===== src/rtl/isw_pkg.sv =====
// -----------------------------------------------------------------------------
// isw_pkg
// Shared definitions for the ISW share encoder slice.
//   state_t        : encoder window FSM states
//   GADGET_LAT     : cycles from gadget inputs to valid gadget output shares
//   FIELD_*        : positions of the fields inside the randomness word,
//                    counted in units of the datapath width
//   rnd_lo()       : low bit index of a randomness field for a given width
// -----------------------------------------------------------------------------
package isw_pkg;

   typedef enum logic [1:0] {
      IDLE  = 2'd0,
      ISSUE = 2'd1,
      HOLD1 = 2'd2,
      HOLD2 = 2'd3
   } state_t;

   // The gadget output is valid GADGET_LAT cycles after its inputs first
   // appear. Inputs are held for GADGET_LAT + 1 cycles (ISSUE, HOLD1, HOLD2),
   // so the capture happens at the end of HOLD2.
   localparam int GADGET_LAT = 2;

   // rnd_i layout: {R01, mB, mA}
   localparam int FIELD_MA  = 0;
   localparam int FIELD_MB  = 1;
   localparam int FIELD_R01 = 2;

   function automatic int rnd_lo(input int field, input int width);
      return field * width;
   endfunction

endpackage


===== src/rtl/isw_share_split.sv =====
// -----------------------------------------------------------------------------
// isw_share_split
// Registered 2-share Boolean splitter for one operand. Only the masked value
// data^mask and the mask itself are stored; the plaintext never lands in a
// register.
//   clk    : clock
//   rst    : synchronous active-high reset, clears both shares
//   load   : capture data^mask / mask this edge
//   clear  : zero both shares this edge (window closing)
//   data   : plaintext operand
//   mask   : fresh mask
//   share0 : data ^ mask
//   share1 : mask
// -----------------------------------------------------------------------------
module isw_share_split #(
   parameter int WIDTH = 8
) (
   input  logic             clk,
   input  logic             rst,
   input  logic             load,
   input  logic             clear,
   input  logic [WIDTH-1:0] data,
   input  logic [WIDTH-1:0] mask,
   output logic [WIDTH-1:0] share0,
   output logic [WIDTH-1:0] share1
);

   always_ff @(posedge clk) begin
      if (rst) begin
         share0 <= '0;
         share1 <= '0;
      end else if (load) begin
         // load wins over clear: a HOLD2 accept starts a new window
         share0 <= data ^ mask;
         share1 <= mask;
      end else if (clear) begin
         share0 <= '0;
         share1 <= '0;
      end
   end

endmodule


===== src/rtl/isw_share_encoder.sv =====
// -----------------------------------------------------------------------------
// isw_share_encoder
// Masks two plaintext operands into Boolean shares for a first-order 2-share
// ISW AND gadget, holds the gadget inputs for its 3-cycle window, and
// recombines the gadget output shares into a registered plaintext result.
//
// Handshake: an operand pair (in_valid_i/in_ready_o) and a randomness word
// (rnd_valid_i/rnd_ready_o) transfer together on a rising edge where
// in_valid_i & rnd_valid_i & (state is IDLE or HOLD2). Each ready depends only
// on the other side's valid and on state, never on its own valid, so neither
// side sees a combinational loop; a producer with valid high must hold its
// data until the transfer edge.
//
// Ports:
//   clk_i, rst_i            : clock, synchronous active-high reset
//   in_valid_i/in_ready_o   : operand handshake
//   A_i, B_i                : plaintext operands
//   rnd_valid_i/rnd_ready_o : randomness handshake
//   rnd_i                   : {R01, mB, mA}
//   X0_o, X1_o, Y0_o, Y1_o  : shares of A and B to the gadget
//   R01_o                   : gadget refresh randomness
//   issue_o                 : first cycle of a gadget window
//   Q0_i, Q1_i              : gadget output shares
//   res_valid_o, res_o      : one-cycle unmasked result A&B
//   stall_cnt_o             : saturating count of randomness-starved cycles
//   state_o                 : FSM state (debug)
// -----------------------------------------------------------------------------
module isw_share_encoder
   import isw_pkg::*;
#(
   parameter int WIDTH   = 8,
   parameter int STALL_W = 16
) (
   input  logic               clk_i,
   input  logic               rst_i,
   input  logic               in_valid_i,
   output logic               in_ready_o,
   input  logic [WIDTH-1:0]   A_i,
   input  logic [WIDTH-1:0]   B_i,
   input  logic               rnd_valid_i,
   output logic               rnd_ready_o,
   input  logic [3*WIDTH-1:0] rnd_i,
   output logic [WIDTH-1:0]   X0_o,
   output logic [WIDTH-1:0]   X1_o,
   output logic [WIDTH-1:0]   Y0_o,
   output logic [WIDTH-1:0]   Y1_o,
   output logic [WIDTH-1:0]   R01_o,
   output logic               issue_o,
   input  logic [WIDTH-1:0]   Q0_i,
   input  logic [WIDTH-1:0]   Q1_i,
   output logic               res_valid_o,
   output logic [WIDTH-1:0]   res_o,
   output logic [STALL_W-1:0] stall_cnt_o,
   output state_t             state_o
);

   localparam int MA_LO  = rnd_lo(FIELD_MA, WIDTH);
   localparam int MB_LO  = rnd_lo(FIELD_MB, WIDTH);
   localparam int R01_LO = rnd_lo(FIELD_R01, WIDTH);

   state_t           state;
   state_t           state_nxt;
   logic             slot_open;
   logic             acc;
   logic             starve;
   logic             clear;
   logic [WIDTH-1:0] mask_a;
   logic [WIDTH-1:0] mask_b;
   logic [WIDTH-1:0] r01_field;

   assign mask_a    = rnd_i[MA_LO +: WIDTH];
   assign mask_b    = rnd_i[MB_LO +: WIDTH];
   assign r01_field = rnd_i[R01_LO +: WIDTH];

   // A new window may start only when the previous one is idle or in its last
   // cycle, which gives the one-op-per-3-cycles back-to-back rate.
   assign slot_open = (state == IDLE) || (state == HOLD2);
   assign acc       = in_valid_i & rnd_valid_i & slot_open;
   assign starve    = in_valid_i & ~rnd_valid_i & slot_open;

   // Readies are forced low while reset is asserted, whatever the state.
   assign in_ready_o  = rnd_valid_i & slot_open & ~rst_i;
   assign rnd_ready_o = in_valid_i & slot_open & ~rst_i;

   assign state_o = state;

   // ---------------------------------------------------------------- FSM
   always_ff @(posedge clk_i) begin
      if (rst_i) begin
         state <= IDLE;
      end else begin
         state <= state_nxt;
      end
   end

   always_comb begin
      state_nxt = state;
      case (state)
         IDLE:    if (acc) state_nxt = ISSUE;
         ISSUE:   state_nxt = HOLD1;
         HOLD1:   state_nxt = HOLD2;
         HOLD2:   state_nxt = acc ? ISSUE : IDLE;
         default: state_nxt = IDLE;
      endcase
   end

   // Shares are wiped when the window closes so stale masked data does not
   // linger on the gadget inputs.
   assign clear = (state != IDLE) && (state_nxt == IDLE);

   // ------------------------------------------------------- share front end
   isw_share_split #(.WIDTH(WIDTH)) u_split_a (
      .clk    (clk_i),
      .rst    (rst_i),
      .load   (acc),
      .clear  (clear),
      .data   (A_i),
      .mask   (mask_a),
      .share0 (X0_o),
      .share1 (X1_o)
   );

   isw_share_split #(.WIDTH(WIDTH)) u_split_b (
      .clk    (clk_i),
      .rst    (rst_i),
      .load   (acc),
      .clear  (clear),
      .data   (B_i),
      .mask   (mask_b),
      .share0 (Y0_o),
      .share1 (Y1_o)
   );

   always_ff @(posedge clk_i) begin
      if (rst_i) begin
         R01_o <= '0;
      end else if (acc) begin
         R01_o <= r01_field;
      end else if (clear) begin
         R01_o <= '0;
      end
   end

   // issue_o is registered from the next state so it equals (state == ISSUE).
   always_ff @(posedge clk_i) begin
      if (rst_i) begin
         issue_o <= 1'b0;
      end else begin
         issue_o <= (state_nxt == ISSUE);
      end
   end

   // ------------------------------------------------------ decoder back end
   // Gadget output is valid during HOLD2; capture it on the edge leaving HOLD2.
   always_ff @(posedge clk_i) begin
      if (rst_i) begin
         res_valid_o <= 1'b0;
         res_o       <= '0;
      end else begin
         res_valid_o <= (state == HOLD2);
         if (state == HOLD2) begin
            res_o <= Q0_i ^ Q1_i;
         end
      end
   end

   // ------------------------------------------------- starvation counter
   always_ff @(posedge clk_i) begin
      if (rst_i) begin
         stall_cnt_o <= '0;
      end else if (starve && (stall_cnt_o != {STALL_W{1'b1}})) begin
         stall_cnt_o <= stall_cnt_o + STALL_W'(1);
      end
   end

endmodule


===== config.mk =====
export PLATFORM = sky130hd
export DESIGN_NAME = isw_share_encoder
export DESIGN_NICKNAME = d
export VERILOG_FILES = /design/src/rtl/isw_pkg.sv /design/src/rtl/isw_share_split.sv /design/src/rtl/isw_share_encoder.sv
export SDC_FILE = /design/constraint.sdc
export NUM_CORES = 1
export LEC_CHECK = 0
export BUFFER_PORTS_ARGS = -buffer_cell sky130_fd_sc_hd__buf_2
export CAP_MARGIN = 20
export CORE_UTILIZATION = 35
export DETAILED_ROUTE_END_ITERATION = 12
export PLACE_DENSITY_LB_ADDON = 0.05
export SLEW_MARGIN = 40
export SYNTH_ARGS = -nofsm -noshare
export SYNTH_HDL_FRONTEND = slang
export SYNTH_SLANG_ARGS = --single-unit

===== constraint.sdc =====
create_clock -name clk_i -period 2.42 [get_ports clk_i]
set_input_delay 0.363 -clock clk_i [delete_from_list [all_inputs] [get_ports clk_i]]
set_output_delay 0.363 -clock clk_i [all_outputs]
set_load 0.01 [all_outputs]

==> summary.md <==
| Metric | Value |
|---|---|
| Final hold vios | `0` |
| Fin crit period | `2.27 ns` |
| Final setup viols | `0` |
| Starting Density | `0.363` |
| R2r startpoint | `state_o[0]` |
| R2R Setup Slk | `around 0.15 ns` |
| Hold path cells | `3` |
| Final worst slack | `0.146 ns` |
| Max Transition Viols Final | `0` |
| CTS Sinks | `68` |
| Pin count of the biggest net entering global routing | `42` |
| Synth warnings | `0` |
| Drt wl/cell | `13.0 um` |
| Max cap viols | `0` |
| CTS HTree Levels | `3` |
| Vias in the first global route | `2542` |
| Ant. Diodes | `0` |
| Leakage Power | `between 1.5 and 2 nW` |
| Post-CTS Hold Buffers | `0` |
| First-pass DRT Iterations | `4` |
| Vias per cell | `4.97` |
| Reg2reg path depth | `6` |
| Final instance area | `approximately 0.0038 mm2` |
| Layout cells sized above 1 | `0.370` |
| Most common cell after layout, fill and taps aside | `buf_2` |
| Relative max-transition margin | `0.594` |
| Peak supply drop | `0.416 mV` |
| First-pass GRT wire length | `11700 um` |
| Final ANT Viol Nets | `0` |
| Final setup TNS | `0 ns` |
| Clk Latency, worst-skew pair | `approximately 0.33 ns` |
| Clock Root Buffer | `clkbuf_8` |
| Max clock buf depth | `2` |
| Max Clock Skew | `0.00351 ns` |
| CP Launch Type | `register` |
| Num rows | `32` |
| IO Port Bufs | `129` |
| DRC | `0` |
| IO Pins | `130` |
| Fmax | `440 MHz` |
| Initial antenna violation count | `0` |
| Post-synth cell types | `35` |
| Tot GR Track Use | `0.174` |
| Commonest cells after routing, fill and taps aside | `129 x buf_2, 68 x dfxtp_1, 53 x nor2_1` |
| Fill cell count | `778` |
| Power per cell area | `867 mW/mm2` |
| Placed cell areas | `0.00358 mm2` |
| CP Max Fanout | `11` |
| Min-delay worst type | `primary input to register` |
| Placed cells | `517` |
| Syn Area/Cell | `9.40 um2` |
| Critical path class | `register to register` |
| Total number of vias | `2642` |
| Worst EP required | `approximately 2.6 ns` |
| CP Capture Type | `register` |
| Non-filler instance count after layout | `532` |
| Place WS | `approximately 0.054 ns` |
| Core ar. | `0.00773 mm2` |
| Hold_sp | `rnd_i[19]` |
| Fin crit share | `0.940` |
| GRT overflow | `0` |
| Die extent in x | `91.5 um` |
| Hold Slack | `0.274 ns` |
| Dpl hpwl | `4780 um` |
| Status | `complete, no violations` |
| Worst-margin pin slew | `around 0.6 ns` |
| Die area | `between 0.008 and 0.009 mm2` |
| Clock-pin slew on the worst setup and hold paths | `0.07 ns` |
| CTS tree | `built` |
| Synth Register Bits | `68` |
| RR Endpoint | `stall_cnt_o[13]` |
| Cell Area, Synth | `0.00280 mm2` |
| Cells after Synth | `approximately 300` |
| Layout area overhead | `34.4%` |
| Detailed Route WL | `6890 um` |
| Worst EP arrival | `around 2.5 ns` |
| Syn_nets | `362` |
| Nets | `490` |
| Unrepaired setup endpoints after global routing | `no` |
| Iter 0 DRT Violations | `72` |
| CTS Buf Count | `9` |
| Placer Congestion | `0.742` |
| Hold Path Sink | `R01_o[3]` |
| Die Height | `91.5 um` |
| Sequential cell area fraction in the yosys report | `0.486` |
==> registers in the layout, indices dropped and copies added (netlist names) <==
| name | flops |
|---|---|
| stall_cnt_o | 16 |
| R01_o | 8 |
| res_o | 8 |
| u_split_a.share0 | 8 |
| u_split_a.share1 | 8 |
| u_split_b.share0 | 8 |
| u_split_b.share1 | 8 |
| state_o | 2 |
| issue_o | 1 |
| res_valid_o | 1 |
==> where the power goes <==
group,switching [mW],internal (mW)
clock,0.418,0.418
combinational,0.634,0.445
sequential,0.0836,1.27
==> per-layer routing <==
layer | vias up | share of wire | global-route usage
li1 | 1327 | - | -
met3 | 8 | 0.077 | 0.0570
met1 | 1225 | 0.46 | 0.214
met2 | 82 | 0.46 | 0.274
met4 | 0 | 0.012 | 0.0794
met5 | - | 0 | 0
==> stage by stage <==
step | util | power (mW)
after global routing | 0.487 | 3.48
after CTS | 0.486 | 3.31
after detailed placement | 0.463 | 2.45
final | 0.487 | 3.26
after global placement | 0.458 | 2.35
after floorplan | - | 2.03
==> worst max path at each step <==
stage	from	endpoint	slack [ns]	cells past startpoint
floorplan	state_o[0]	stall_cnt_o[13]	0.32	7
global placement	state_o[0]	u_split_b.share0[1]	0.10	6
detailed placement	state_o[0]	stall_cnt_o[15]	0.05	6
CTS	state_o[0]	stall_cnt_o[15]	0.02	6
global route	state_o[0]	stall_cnt_o[13]	0.03	6
finish	state_o[0]	stall_cnt_o[13]	0.15	6
==> cells by family (layout without fill, tap and decap cells) <==
family | count (synthesis) | after routing | synth area share
xor+xnor | 26 | 26 | 0.0813
mux | 3 | 3 | 0.0116
simple gates | 96 | 96 | 0.172
flops | 68 | 68 | 0.486
fa+ha+maj | 4 | 4 | 0.0179
compound gates | 77 | 77 | 0.192
buf+inv | 24 | 156 | 0.0393
==> cell type report <==
type / count / area [um2] / share of cell area
multi-input combinational: 206 / 1370 / 0.362
sequential: 68 / 1360 / 0.361
timing repair buffer: 138 / 724 / 0.192
clock buffer: 11 / 151 / 0.0402
tap: 102 / 128 / 0.0339
clock inverter: 4 / 25.0 / 0.00664
inverter: 3 / 11.3 / 0.00299
==> timing repair <==
action / in CTS / in global routing
setup buffers: 0 / 0
hold endpoints to repair: 0 / 0
endpoints found under the setup margin: 0 / 4
gates resized for setup: 0 / 2
==> cell usage after synthesis <==
cell type | number | area (um2)
mux2i_1 | 1 | 10.0
a21oi_1 | 12 | 60.1
nor3b_2 | 1 | 12.5
nand3_1 | 3 | 15.0
nand3_2 | 1 | 10.0
inv_1 | 3 | 11.3
xnor2_1 | 8 | 70.1
o41ai_2 | 1 | 16.3
or4_1 | 4 | 30.0
ha_1 | 4 | 50.1
nor3b_1 | 2 | 15.0
a22oi_1 | 40 | 300
xor2_1 | 18 | 158
mux2_1 | 2 | 22.5
dfxtp_1 | 68 | 1360
or3_1 | 7 | 43.8
nor2b_1 | 5 | 31.3
nand4_2 | 1 | 12.5
and3b_1 | 1 | 8.76
and3_1 | 2 | 12.5
clkbuf_1 | 15 | 56.3
buf_6 | 2 | 22.5
and4_1 | 1 | 8.76
nand2_1 | 6 | 22.5
nand4_1 | 5 | 31.3
nand2b_1 | 1 | 6.26
nor4_1 | 2 | 12.5
o31ai_1 | 4 | 30.0
nor2_1 | 53 | 199
buf_2 | 4 | 20.0
o2111ai_1 | 2 | 17.5
a31oi_1 | 1 | 6.26
o21ai_0 | 8 | 40.0
and4b_1 | 1 | 10.0
a211oi_1 | 9 | 67.6
==> worst max-delay path: stages, from the launching register on <==
cell,delay (ns)
dfxtp_1,0.41
inv_1,0.09
ha_1,0.42
nor3b_4,0.31
o41ai_4,0.21
nor4_1,0.37
mux2_1,0.35
Power figures use the tool's default switching activity.
